$ cat config.mk
export PLATFORM = sky130hd
export DESIGN_NAME = mbscore_int_arbiter_flat
export DESIGN_NICKNAME = d
export VERILOG_FILES = /design/src/rtl/mbscore_int_arbiter_if.sv /design/src/rtl/mbscore_int_arbiter.sv /design/src/flat_wrapper.sv
export SDC_FILE = /design/constraint.sdc
export NUM_CORES = 1
export LEC_CHECK = 0
export CORE_MARGIN = 3
export CORE_UTILIZATION = 31
export DETAILED_ROUTE_END_ITERATION = 6
export SLEW_MARGIN = 10
export SYNTH_ARGS = -nofsm -noshare
export SYNTH_HDL_FRONTEND = slang
export SYNTH_SLANG_ARGS = --single-unit
$ cat constraint.sdc
create_clock -name clk -period 1.25 [get_ports clk]
set_input_delay 0.25 -clock clk [delete_from_list [all_inputs] [get_ports clk]]
set_output_delay 0.25 -clock clk [all_outputs]
set_load 0.02 [all_outputs]
$ cat src/rtl/mbscore_int_arbiter_if.sv
// Bus bundle between the interrupt arbiter and its environment: raw requests,
// mask programming, the int_vec handshake towards the interrupt controller and
// the end-of-interrupt / in-service tracking back from the core.
interface mbscore_int_arbiter_if #(
  parameter int NUM_SRC   = 7,
  parameter int VEC_WIDTH = 3
);
  logic                 syscall_req;
  logic [NUM_SRC-2:0]   irq_in;
  logic                 mask_we;
  logic [NUM_SRC-1:0]   mask_wdata;
  logic                 int_ack;
  logic                 eoi;
  logic [VEC_WIDTH-1:0] int_vec;
  logic [NUM_SRC-1:0]   pending;
  logic [NUM_SRC-1:0]   mask;
  logic [VEC_WIDTH-1:0] in_service;

  // Environment side: core, peripherals and downstream controller
  modport master (
    output syscall_req, irq_in, mask_we, mask_wdata, int_ack, eoi,
    input  int_vec, pending, mask, in_service
  );

  // Arbiter side
  modport slave (
    input  syscall_req, irq_in, mask_we, mask_wdata, int_ack, eoi,
    output int_vec, pending, mask, in_service
  );
endinterface

$ cat src/rtl/mbscore_int_arbiter.sv
// Upstream stage of the core interrupt controller. Peripheral lines are
// synchronised and edge-detected, syscall is taken directly; requests latch as
// pending, the lowest unmasked index wins, and the chosen code is held on
// int_vec until acknowledged. The acknowledged code is then tracked as
// in_service until end-of-interrupt; no nesting is allowed.
module mbscore_int_arbiter #(
  parameter int NUM_SRC   = 7,
  parameter int VEC_WIDTH = 3
) (
  input  logic                 clk,
  input  logic                 rst_n,
  mbscore_int_arbiter_if.slave bus
);

  localparam int NUM_PERIPH = NUM_SRC - 1;

  localparam logic [NUM_SRC-1:0]    SRC_NONE    = {NUM_SRC{1'b0}};
  localparam logic [NUM_SRC-1:0]    SRC_ALL     = {NUM_SRC{1'b1}};
  localparam logic [NUM_PERIPH-1:0] PERIPH_NONE = {NUM_PERIPH{1'b0}};
  localparam logic [VEC_WIDTH-1:0]  VEC_NONE    = {VEC_WIDTH{1'b0}};

  typedef enum logic [1:0] {
    ST_IDLE    = 2'd0,
    ST_REQ     = 2'd1,
    ST_SERVICE = 2'd2
  } state_e;

  // Code of the lowest-index set bit (index + 1), or 0 when nothing is set.
  // Scanning from the top down lets the lowest index overwrite last.
  function automatic logic [VEC_WIDTH-1:0] prio_code(input logic [NUM_SRC-1:0] elig);
    logic [VEC_WIDTH-1:0] code;
    code = VEC_NONE;
    for (int i = NUM_SRC - 1; i >= 0; i--) begin
      code = elig[i] ? VEC_WIDTH'(i + 1) : code;
    end
    return code;
  endfunction

  // One-hot source mask for an int_vec code; code 0 decodes to no source.
  function automatic logic [NUM_SRC-1:0] code_onehot(input logic [VEC_WIDTH-1:0] code);
    logic [NUM_SRC-1:0] oh;
    oh = SRC_NONE;
    for (int i = 0; i < NUM_SRC; i++) begin
      oh[i] = (code == VEC_WIDTH'(i + 1));
    end
    return oh;
  endfunction

  logic [NUM_PERIPH-1:0] sync1_q;
  logic [NUM_PERIPH-1:0] sync2_q;
  logic [NUM_PERIPH-1:0] dly_q;
  logic [NUM_SRC-1:0]    pending_q,    pending_d;
  logic [NUM_SRC-1:0]    mask_q,       mask_d;
  logic [VEC_WIDTH-1:0]  int_vec_q,    int_vec_d;
  logic [VEC_WIDTH-1:0]  in_service_q, in_service_d;
  state_e                state_q,      state_d;

  logic [NUM_PERIPH-1:0] rise_s;
  logic [NUM_SRC-1:0]    set_s;
  logic [NUM_SRC-1:0]    clr_s;
  logic [NUM_SRC-1:0]    elig_s;

  // Request sources: synchronised peripheral rising edges plus the raw syscall pulse
  always_comb begin
    rise_s = sync2_q & ~dly_q;
    set_s  = {rise_s, bus.syscall_req};
    elig_s = pending_q & ~mask_q;
  end

  // Next-state for arbitration FSM, pending set/clear and mask write
  always_comb begin
    state_d      = state_q;
    int_vec_d    = int_vec_q;
    in_service_d = in_service_q;
    clr_s        = SRC_NONE;
    case (state_q)
      ST_IDLE: begin
        if (|elig_s) begin
          int_vec_d = prio_code(elig_s);
          state_d   = ST_REQ;
        end else begin
          int_vec_d = VEC_NONE;
        end
      end
      ST_REQ: begin
        // int_vec is frozen here: neither mask writes nor new arrivals touch it
        if (bus.int_ack) begin
          clr_s        = code_onehot(int_vec_q);
          in_service_d = int_vec_q;
          int_vec_d    = VEC_NONE;
          state_d      = ST_SERVICE;
        end else begin
          int_vec_d = int_vec_q;
        end
      end
      ST_SERVICE: begin
        int_vec_d = VEC_NONE;
        if (bus.eoi) begin
          in_service_d = VEC_NONE;
          state_d      = ST_IDLE;
        end else begin
          in_service_d = in_service_q;
        end
      end
      default: begin
        int_vec_d    = VEC_NONE;
        in_service_d = VEC_NONE;
        state_d      = ST_IDLE;
      end
    endcase
    // A fresh edge wins over the clear caused by the acknowledge
    pending_d = (pending_q & ~clr_s) | set_s;
    mask_d    = bus.mask_we ? bus.mask_wdata : mask_q;
  end

  // State, outputs, synchronisers and edge registers
  always_ff @(posedge clk or negedge rst_n) begin
    if (!rst_n) begin
      sync1_q      <= PERIPH_NONE;
      sync2_q      <= PERIPH_NONE;
      dly_q        <= PERIPH_NONE;
      pending_q    <= SRC_NONE;
      mask_q       <= SRC_ALL;
      int_vec_q    <= VEC_NONE;
      in_service_q <= VEC_NONE;
      state_q      <= ST_IDLE;
    end else begin
      sync1_q      <= bus.irq_in;
      sync2_q      <= sync1_q;
      dly_q        <= sync2_q;
      pending_q    <= pending_d;
      mask_q       <= mask_d;
      int_vec_q    <= int_vec_d;
      in_service_q <= in_service_d;
      state_q      <= state_d;
    end
  end

  assign bus.int_vec    = int_vec_q;
  assign bus.pending    = pending_q;
  assign bus.mask       = mask_q;
  assign bus.in_service = in_service_q;

endmodule

$ cat src/flat_wrapper.sv
// flat-port wrapper written by rule: the top's interface ports become plain ports
module mbscore_int_arbiter_flat 
#(
  parameter int NUM_SRC   = 7,
  parameter int VEC_WIDTH = 3
)
  (clk, rst_n, bus_syscall_req, bus_irq_in, bus_mask_we, bus_mask_wdata, bus_int_ack, bus_eoi, bus_int_vec, bus_pending, bus_mask, bus_in_service);
  mbscore_int_arbiter_if #(.NUM_SRC(NUM_SRC), .VEC_WIDTH(VEC_WIDTH)) bus_i ();
  input  logic clk;
  input  logic rst_n;
  input wire logic [$bits(bus_i.syscall_req)-1:0] bus_syscall_req;
  input wire logic [$bits(bus_i.irq_in)-1:0] bus_irq_in;
  input wire logic [$bits(bus_i.mask_we)-1:0] bus_mask_we;
  input wire logic [$bits(bus_i.mask_wdata)-1:0] bus_mask_wdata;
  input wire logic [$bits(bus_i.int_ack)-1:0] bus_int_ack;
  input wire logic [$bits(bus_i.eoi)-1:0] bus_eoi;
  output wire logic [$bits(bus_i.int_vec)-1:0] bus_int_vec;
  output wire logic [$bits(bus_i.pending)-1:0] bus_pending;
  output wire logic [$bits(bus_i.mask)-1:0] bus_mask;
  output wire logic [$bits(bus_i.in_service)-1:0] bus_in_service;
  assign bus_i.syscall_req = bus_syscall_req;
  assign bus_i.irq_in = bus_irq_in;
  assign bus_i.mask_we = bus_mask_we;
  assign bus_i.mask_wdata = bus_mask_wdata;
  assign bus_i.int_ack = bus_int_ack;
  assign bus_i.eoi = bus_eoi;
  assign bus_int_vec = bus_i.int_vec;
  assign bus_pending = bus_i.pending;
  assign bus_mask = bus_i.mask;
  assign bus_in_service = bus_i.in_service;
  mbscore_int_arbiter #(.NUM_SRC(NUM_SRC), .VEC_WIDTH(VEC_WIDTH)) u_core (.clk(clk), .rst_n(rst_n), .bus(bus_i));
endmodule
==> impl_metrics.json, run 1 <==
{
  "grt_pass1_wl_um": 5260,
  "power.leakage_nw": 0.983,
  "critical_path_depth": 5,
  "crit_type": "reg -> reg",
  "powerDensity_nw_per_um2": 1620,
  "grt_max_degree": 41,
  "hold_slack_ns": 0.349,
  "path_clk_slew_ns": 0.07,
  "synth_edf_count": 0,
  "cts_tree": "yes",
  "synth_ff_type": "dfrtp_1",
  "cts-root-buf": "clkbuf_8",
  "final.min_clock_period_ns": 1.41,
  "whs_path_depth": 0,
  "setup_tns_ns": -0.546,
  "setup_viol": 5,
  "tightest_slew_ns": 0.365,
  "peakVddDrop_mv": 0.862,
  "vias": 1073,
  "clock_sinks": 40,
  "synthArstFlopShare": 1.00,
  "dieArea_um2": 5690,
  "antenna_found_initial": 0,
  "fillerInstances": 410,
  "power.switching_w": 0.00110,
  "syn2layout_area_growth_pct": 46.0,
  "cp-startpoint": "u_core.bus.mask[3]$_DFFE_PN1P_",
  "grt_setup_unrepaired": "yes",
  "violations": "setup timing",
  "portBuffers": 38,
  "ios": 39,
  "dpl_cell_area_um2": 2080,
  "routabilityCongestion": 0.867,
  "skew_ns": 0.0101,
  "worstPathCellList": "buf_12 > nor2b_4 > nand4b_1 > o31ai_2 > a211oi_1",
  "reg2reg_slack_ns": -0.16,
  "slew_violations": 0,
  "most-common-layout-cells": "dfrtp_1, clkdlybuf4s50_1, buf_4",
  "syn_inst": 120,
  "postSynthAreaPerCell_um2": 12.5,
  "clock_path_buffers": 2,
  "die_h_um": 75.5,
  "timing.rr.end": "u_core.bus.int_vec[0]$_DFFE_PN0N_",
  "dp_cells": 223,
  "status": "finished with violations",
  "rows": 24,
  "htree_levels": 2,
  "clkPwrFrac": 0.242,
  "cp.arrival_ns": 1.57,
  "syn_area_um2": 1500,
  "fin_cells": 235,
  "vias_per_cell": 4.57,
  "fin_area_um2": 2180,
  "nNetsFinal": 201,
  "seq_area_frac_synth": 0.675,
  "internal_power_w": 0.00245,
  "yosysUniqueCellTypes": 29,
  "reg2reg_depth": 5,
  "critPathCapture": "u_core.bus.int_vec[0]$_DFFE_PN0N_",
  "holdCritPathClass": "reg -> reg",
  "max_slew_margin": 0.754,
  "dieWidth_um": 75.5,
  "wirelength_um": 3100,
  "fmax_mhz": 707,
  "r2r_start": "u_core.bus.mask[3]$_DFFE_PN1P_",
  "period_share": 1.13,
  "p_total_w": 0.00355,
  "synth_fp_nets": 139,
  "worst-path-max-fanout": 3,
  "cpPeakStageDelay_ns": 0.56,
  "worstSetupStartpointType": "register",
  "wl_per_cell_um": 13.2,
  "crit_required_ns": 1.41,
  "dp_hpwl_um": 2290,
  "drv_cap": 0,
  "clk_latency_ns": 0.28,
  "first_global_vias": 1119,
  "drcViolationCount": 0,
  "crit_buf_inv": 1,
  "critPathTopFamily": "flip-flops",
  "diodes": 0,
  "grtUsageTotal": 0.125,
  "p_seq_frac": 0.452,
  "ant_nets": 0,
  "grt-ovfl-total": 0,
  "ys_warn_count": 0,
  "drive_above_1_share": 0.361,
  "slowest_stage": "dfstp_2",
  "start_util": 0.332,
  "power_frac_comb": 0.307,
  "cts_buffers": 5,
  "timing.final.ws_setup_ns": -0.164,
  "core_um2": 4500,
  "drt_iter0_drc": 56,
  "hold_viol_final": 0,
  "endpoint_kind": "register",
  "netSwitchingFraction": 0.310,
  "detail_route.first_pass.iterations": 4,
  "ys_ff_latch": 40,
  "mostFrequentLayoutCell": "dfrtp_1"
}
## kinds of logic (layout without fill, tap and decap cells)
kind of cell | Yosys count | in the layout | synth area share
AO/OA/AOI/OAI | 32 | 32 | 0.136
buffers and inverters | 15 | 78 | 0.0393
flip-flops | 40 | 40 | 0.675
multiplexers | 4 | 4 | 0.0301
AND/OR/NAND/NOR | 29 | 29 | 0.119
## registers in the layout, summed over array words and instances, names as in the netlist
signal,count
u_core.bus.mask,7
u_core.bus.pending,7
u_core.dly_q,6
u_core.sync1_q,6
u_core.sync2_q,6
u_core.bus.in_service,3
u_core.bus.int_vec,3
u_core.state_q,2
## worst reg2reg max path, stage by stage, from the launching register on
cell and delay [ns]:
dfstp_2 0.56, buf_12 0.10, nor2b_4 0.04, nand4b_1 0.20, o31ai_2 0.28, a211oi_1 0.11
## power by group through the flow
| stage | Combinational [W] | Sequential (W) | Clock [W] |
|---|---|---|---|
| 4_1_cts | 0.00108 | 0.00160 | 0.000884 |
| 3_5_place_dp | 0.00112 | 0.00163 | 0 |
| 5_1_grt | 0.00121 | 0.00162 | 0.000943 |
| 6_report | 0.00109 | 0.00160 | 0.000856 |
| 3_3_place_gp | 0.00112 | 0.00161 | 0 |
| 2_1_floorplan | 0.000423 | 0.00177 | 0 |
## area by class of cell
class | instances | area [µm²] | area share
multi-input cells | 65 | 463 | 0.212
inverters | 13 | 48.8 | 0.0223
flip-flops and latches | 40 | 1010 | 0.462
repair buffers | 57 | 507 | 0.232
well taps | 52 | 65.1 | 0.0298
clock buffers | 8 | 90.1 | 0.0413
## per-layer routing
metal / global-route usage / share of wire / vias to the layer above
met5: 0 / 0 / -
met4: 0.0408 / 0.012 / 0
met3: 0.0409 / 0.059 / 4
met2: 0.204 / 0.48 / 32
met1: 0.156 / 0.45 / 500
li1: - / - / 537
## worst min-delay path by stage
stage	start	to	slack [ns]
floorplan	rst_n	u_core.bus.in_service[0]$_DFFE_PN0P_	-0.05
global placement	rst_n	u_core.bus.pending[0]$_DFF_PN0_	0.23
detailed placement	rst_n	u_core.bus.pending[0]$_DFF_PN0_	0.24
CTS	u_core.sync1_q[1]$_DFF_PN0_	u_core.sync2_q[1]$_DFF_PN0_	0.35
global route	u_core.sync1_q[2]$_DFF_PN0_	u_core.sync2_q[2]$_DFF_PN0_	0.36
finish	u_core.sync1_q[3]$_DFF_PN0_	u_core.sync2_q[3]$_DFF_PN0_	0.35
## stage by stage
stage / setup WS (ns) / utilization
after floorplan: -0.0722 / -
after global placement: -0.229 / 0.461
after detailed placement: -0.263 / 0.461
after CTS: -0.189 / 0.485
after global routing: -0.265 / 0.485
final: -0.164 / 0.485
## repair_timing
action	CTS	global route
resized for setup	59	22
pin swaps	3	2
setup endpoints to repair	24	22
setup buffers	2	1
hold endpoints to repair	33	0
hold buffers	1	0
## cells in the mapped netlist (2+ instances only)
master	number	area (µm²)
o21ai_1	3	15.0
dfrtp_1	33	826
o21ai_0	15	75.1
nor2_1	3	11.3
inv_1	13	48.8
dfstp_2	7	184
a21oi_1	3	15.0
nor2b_1	2	12.5
nand2b_1	5	31.3
buf_2	2	10.0
a22o_1	3	26.3
nand2_1	8	30.0
nor2b_2	3	26.3
nand3b_1	2	15.0
mux2_2	4	45.0
No activity file was read; power rests on OpenSTA's default activity.
==> inputs of run 2 (changes only) <==
- clock period: 1.25 -> 1.6 ns (I/O delays scaled with it)
==> run 2 against run 1 <==
  * The run now ends clean
  * Count of clock-buffer cells in the layout decreased by 1
  * Clock power is 2.9% higher
  * Non-clock buffer count decreased by 14
  * Global-route usage fell by 1.1 points
  * Core utilization decreased by 2.2 points
  * Combinational power fell by 35%
  * Wire length is 4.5% lower
  * Critical endpoint is now bus_mask[3]
  * Largest power group unchanged
==> impl_metrics.json, run 2 (synthesis results as in run 1) <==
{
  "slowest_stage": "dfstp_2",
  "fmax_mhz": 663,
  "tightest_slew_ns": 0.483,
  "hold_viol_final": 0,
  "antenna_found_initial": 0,
  "skew_ns": 0.00715,
  "period_share": 0.943,
  "mostFrequentLayoutCell": "dfrtp_1",
  "wirelength_um": 2960,
  "grt_max_degree": 41,
  "ios": 39,
  "slew_violations": 0,
  "status": "finished, final reports clean",
  "crit_required_ns": 1.28,
  "dieWidth_um": 75.5,
  "clk_latency_ns": 0.29,
  "drcViolationCount": 0,
  "wl_per_cell_um": 13.4,
  "htree_levels": 2,
  "clock_path_buffers": 2,
  "reg2reg_depth": 4,
  "worst-path-max-fanout": 3,
  "hold_buffers": 0,
  "die_h_um": 75.5,
  "cts_setup_buffers": 0,
  "p_total_w": 0.00287,
  "drive_above_1_share": 0.189,
  "crit_buf_inv": 1,
  "power.leakage_nw": 0.965,
  "ant_nets": 0,
  "portBuffers": 38,
  "grt_pass1_wl_um": 4710,
  "cp.arrival_ns": 1.19,
  "r2r_start": "u_core.bus.mask[6]$_DFFE_PN1P_",
  "timing.rr.end": "u_core.bus.int_vec[0]$_DFFE_PN0N_",
  "vias_per_cell": 4.73,
  "grtUsageTotal": 0.114,
  "cts_tree": "yes",
  "setup_viol": 0,
  "worstPathCellList": "dlygate4sd2_1",
  "critPathTopFamily": "flip-flops",
  "first_global_vias": 965,
  "worstSetupStartpointType": "register",
  "diodes": 0,
  "powerDensity_nw_per_um2": 1380,
  "peakVddDrop_mv": 0.510,
  "drv_cap": 0,
  "cts-root-buf": "clkbuf_8",
  "vias": 1046,
  "rows": 24,
  "final.min_clock_period_ns": 1.51,
  "dieArea_um2": 5690,
  "path_clk_slew_ns": 0.08,
  "reg2reg_slack_ns": 0.24,
  "syn2layout_area_growth_pct": 39.3,
  "detail_route.first_pass.iterations": 4,
  "most-common-layout-cells": "dfrtp_1, clkdlybuf4s50_1, o21ai_0, dlygate4sd2_1, inv_1",
  "start_util": 0.332,
  "grt_setup_unrepaired": "no",
  "grt-ovfl-total": 0,
  "holdCritPathClass": "in -> async",
  "clock_sinks": 40,
  "cts_buffers": 5,
  "nNetsFinal": 187,
  "setup_tns_ns": 0,
  "cpPeakStageDelay_ns": 0.57,
  "max_slew_margin": 0.678,
  "endpoint_kind": "output pin",
  "crit_type": "reg -> out",
  "dp_hpwl_um": 2200,
  "drt_iter0_drc": 67,
  "core_um2": 4500,
  "routabilityCongestion": 0.800
}
[run 2: changes by cell type in the layout (fill, tap and decap cells not counted), sizes merged, moves of 5 or more]
cell and delta:
buf -21, clkbuf -8, clkdlybuf4s15 -5, dlygate4sd2 +15, dlymetal6s2s +5
[run 2: area by class of cell]
cell class,count,area [µm²]
multi-input cells,65,427
repair buffers,43,407
inverters,13,48.8
clock inverters,1,30.0
clock buffers,7,96.3
well taps,52,65.1
flip-flops and latches,40,1010
fillers,410,2420
[run 2: power breakdown]
part / leakage (nW) / switching, W / internal, W
Clock: 0.0645 / 0.000331 / 0.000550
Sequential: 0.451 / 0.000122 / 0.00116
Combinational: 0.450 / 0.000376 / 0.000334
[run 2: worst max path at each step]
| stage | start | depth (start not counted) | end |
|---|---|---|---|
| after global placement | bus_int_ack | 5 | u_core.bus.int_vec[0]$_DFFE_PN0N_ |
| after detailed placement | bus_int_ack | 5 | u_core.bus.int_vec[0]$_DFFE_PN0N_ |
| after floorplan | u_core.bus.mask[6]$_DFFE_PN1P_ | 4 | u_core.bus.int_vec[0]$_DFFE_PN0N_ |
| final | u_core.bus.mask[3]$_DFFE_PN1P_ | 1 | bus_mask[3] |
| after CTS | u_core.bus.pending[0]$_DFF_PN0_ | 1 | bus_pending[0] |
| after global routing | u_core.bus.mask[3]$_DFFE_PN1P_ | 1 | bus_mask[3] |
[run 2: metal layers]
layer | vias to the layer above | GRT usage | wire length [µm]
li1 | 507 | - | -
met1 | 497 | 0.146 | 1300
met2 | 36 | 0.171 | 1380
met3 | 6 | 0.0475 | 233
met4 | 0 | 0.0466 | 46
met5 | - | 0 | 0
[run 2: repair_timing]
action,CTS,global route
setup endpoints to repair,15,5
gates cloned,0,0
gates resized for setup,15,5
endpoints found under the hold margin,0,0
[run 2: per-stage QoR]
step	setup slack, ns	utilization	area (µm²)	hold slack (ns)	cells
after floorplan	0.233	-	1500	0.0244	120
after global placement	0.0446	0.436	1960	0.332	213
after detailed placement	0.0140	0.436	1960	0.335	213
after CTS	0.000398	0.460	2070	0.0857	221
after global routing	0.0313	0.463	2080	0.114	221
final	0.0919	0.463	2080	0.0717	221
==> inputs of run 3 (changes only) <==
- PLACE_DENSITY_LB_ADDON: default -> 0.25
==> run 3 against run 2 <==
  * Count of clock-buffer cells in the layout stayed put
  * Total power rose by 1.4%
  * Design area grew 1.2%
  * Non-clock buffer count grew 3
  * Core utilization is 0.56 points higher
  * Worst hold slack gained 0.28 ns
==> impl_metrics.json, run 3 (synthesis results as in run 1) <==
{
  "status": "finished, final reports clean",
  "drt_iter0_drc": 50,
  "portBuffers": 38,
  "crit_buf_inv": 1,
  "start_util": 0.332,
  "grtUsageTotal": 0.121,
  "crit_type": "reg -> out",
  "power.leakage_nw": 0.988,
  "rows": 24,
  "slowest_stage": "dfstp_2",
  "fin_cells": 224,
  "clock_sinks": 40,
  "drv_cap": 0,
  "drcViolationCount": 0,
  "die_h_um": 75.5,
  "ios": 39,
  "hold_viol_final": 0,
  "setup_viol": 0,
  "grt_pass1_wl_um": 4950,
  "antenna_found_initial": 0,
  "grt-ovfl-total": 0,
  "grt_setup_unrepaired": "no",
  "cp.arrival_ns": 1.21,
  "peakVddDrop_mv": 0.559,
  "max_slew_margin": 0.759,
  "cts_buffers": 5,
  "cpPeakStageDelay_ns": 0.57,
  "period_share": 0.956,
  "cts_tree": "yes",
  "ant_nets": 0,
  "holdCritPathClass": "reg -> reg",
  "routabilityCongestion": 0.781,
  "dieWidth_um": 75.5,
  "nNetsFinal": 190,
  "first_global_vias": 1031,
  "wl_per_cell_um": 13.7,
  "detail_route.first_pass.iterations": 4,
  "critical_path_depth": 1,
  "worstSetupStartpointType": "register",
  "dieArea_um2": 5690,
  "mostFrequentLayoutCell": "dfrtp_1",
  "skew_ns": 0.00871,
  "wirelength_um": 3080,
  "final.min_clock_period_ns": 1.53,
  "most-common-layout-cells": "dfrtp_1, clkdlybuf4s50_1, o21ai_0, dlygate4sd2_1, inv_1",
  "vias": 1072,
  "worst-path-max-fanout": 3,
  "drive_above_1_share": 0.198,
  "dp_hpwl_um": 2350,
  "setup_tns_ns": 0,
  "cts-root-buf": "clkbuf_8",
  "core_um2": 4500,
  "vias_per_cell": 4.79,
  "worstPathCellList": "dlygate4sd2_1",
  "slew_violations": 0,
  "crit_required_ns": 1.28,
  "grt_max_degree": 18,
  "critPathTopFamily": "flip-flops",
  "whs_path_depth": 0,
  "endpoint_kind": "output pin",
  "dp_cells": 215,
  "reg2reg_depth": 4,
  "tightest_slew_ns": 0.358,
  "fmax_mhz": 654,
  "syn2layout_area_growth_pct": 41.0,
  "htree_levels": 2,
  "clock_path_buffers": 2,
  "diodes": 0,
  "powerDensity_nw_per_um2": 1380,
  "path_clk_slew_ns": 0.08,
  "cts_setup_buffers": 0,
  "clk_latency_ns": 0.29
}
[run 3: metrics by stage]
stage	utilization	total power (W)	instance area (µm²)	hold slack (ns)	setup WS [ns]
6_report	0.468	0.00291	2110	0.350	0.0703
5_1_grt	0.468	0.00309	2110	0.355	0.0241
4_1_cts	0.465	0.00296	2100	0.352	0.00735
3_5_place_dp	0.439	0.00209	1980	0.200	0.0178
3_3_place_gp	0.439	0.00206	1980	0.197	0.0388
2_1_floorplan	-	0.00170	1500	0.0244	0.233
[run 3: timing repair]
| item | 4_1_cts | 5_1_grt |
|---|---|---|
| resized for setup | 15 | 5 |
| hold endpoints to repair | 5 | 0 |
| hold buffers | 1 | 0 |
| endpoints found under the setup margin | 15 | 5 |
[run 3: final timing paths]
check	endpoint	start	slack, ns
hold reg to reg	u_core.sync2_q[3]$_DFF_PN0_	u_core.sync1_q[3]$_DFF_PN0_	0.35
setup reg to reg	u_core.bus.int_vec[0]$_DFFE_PN0N_	u_core.bus.mask[6]$_DFFE_PN1P_	0.16
setup / recovery	bus_mask[3]	u_core.bus.mask[3]$_DFFE_PN1P_	0.07
hold / removal	u_core.sync2_q[3]$_DFF_PN0_	u_core.sync1_q[3]$_DFF_PN0_	0.35
max in group asynchronous	u_core.bus.mask[6]$_DFFE_PN1P_	rst_n	0.65
min in group asynchronous	u_core.bus.pending[0]$_DFF_PN0_	rst_n	0.42
[run 3: metal layers]
layer,vias up,GRT usage,routed length [µm]
li1,511,-,-
met1,522,0.146,1320
met2,31,0.187,1500
met3,8,0.0462,191
met4,0,0.0641,63
met5,-,0,0
[run 3: power by group]
| part | total (W) | internal [W] | switching [W] | leakage [nW] |
|---|---|---|---|---|
| combinational | 0.000753 | 0.000353 | 0.000400 | 0.473 |
| sequential | 0.00128 | 0.00116 | 0.000117 | 0.451 |
| clock | 0.000883 | 0.000550 | 0.000333 | 0.0645 |
| total | 0.00291 | 0.00206 | 0.000850 | 0.988 |
[run 3: worst reg2reg max path, cell delays in order (launching register included)]
cell and delay (ns):
dfstp_2 0.54, nand2b_1 0.16, nand4b_1 0.16, o31ai_1 0.34, a211oi_1 0.12
[run 3: area by class of cell]
class                           count  area (µm²)
Tap cell                           52        65.1
Fill cell                         419        2400
Clock buffer                        7        96.3
Clock inverter                      1        30.0
Sequential cell                    40        1010
Multi-Input combinational cell     65         427
Inverter                           13        48.8
Timing Repair Buffer               46         432
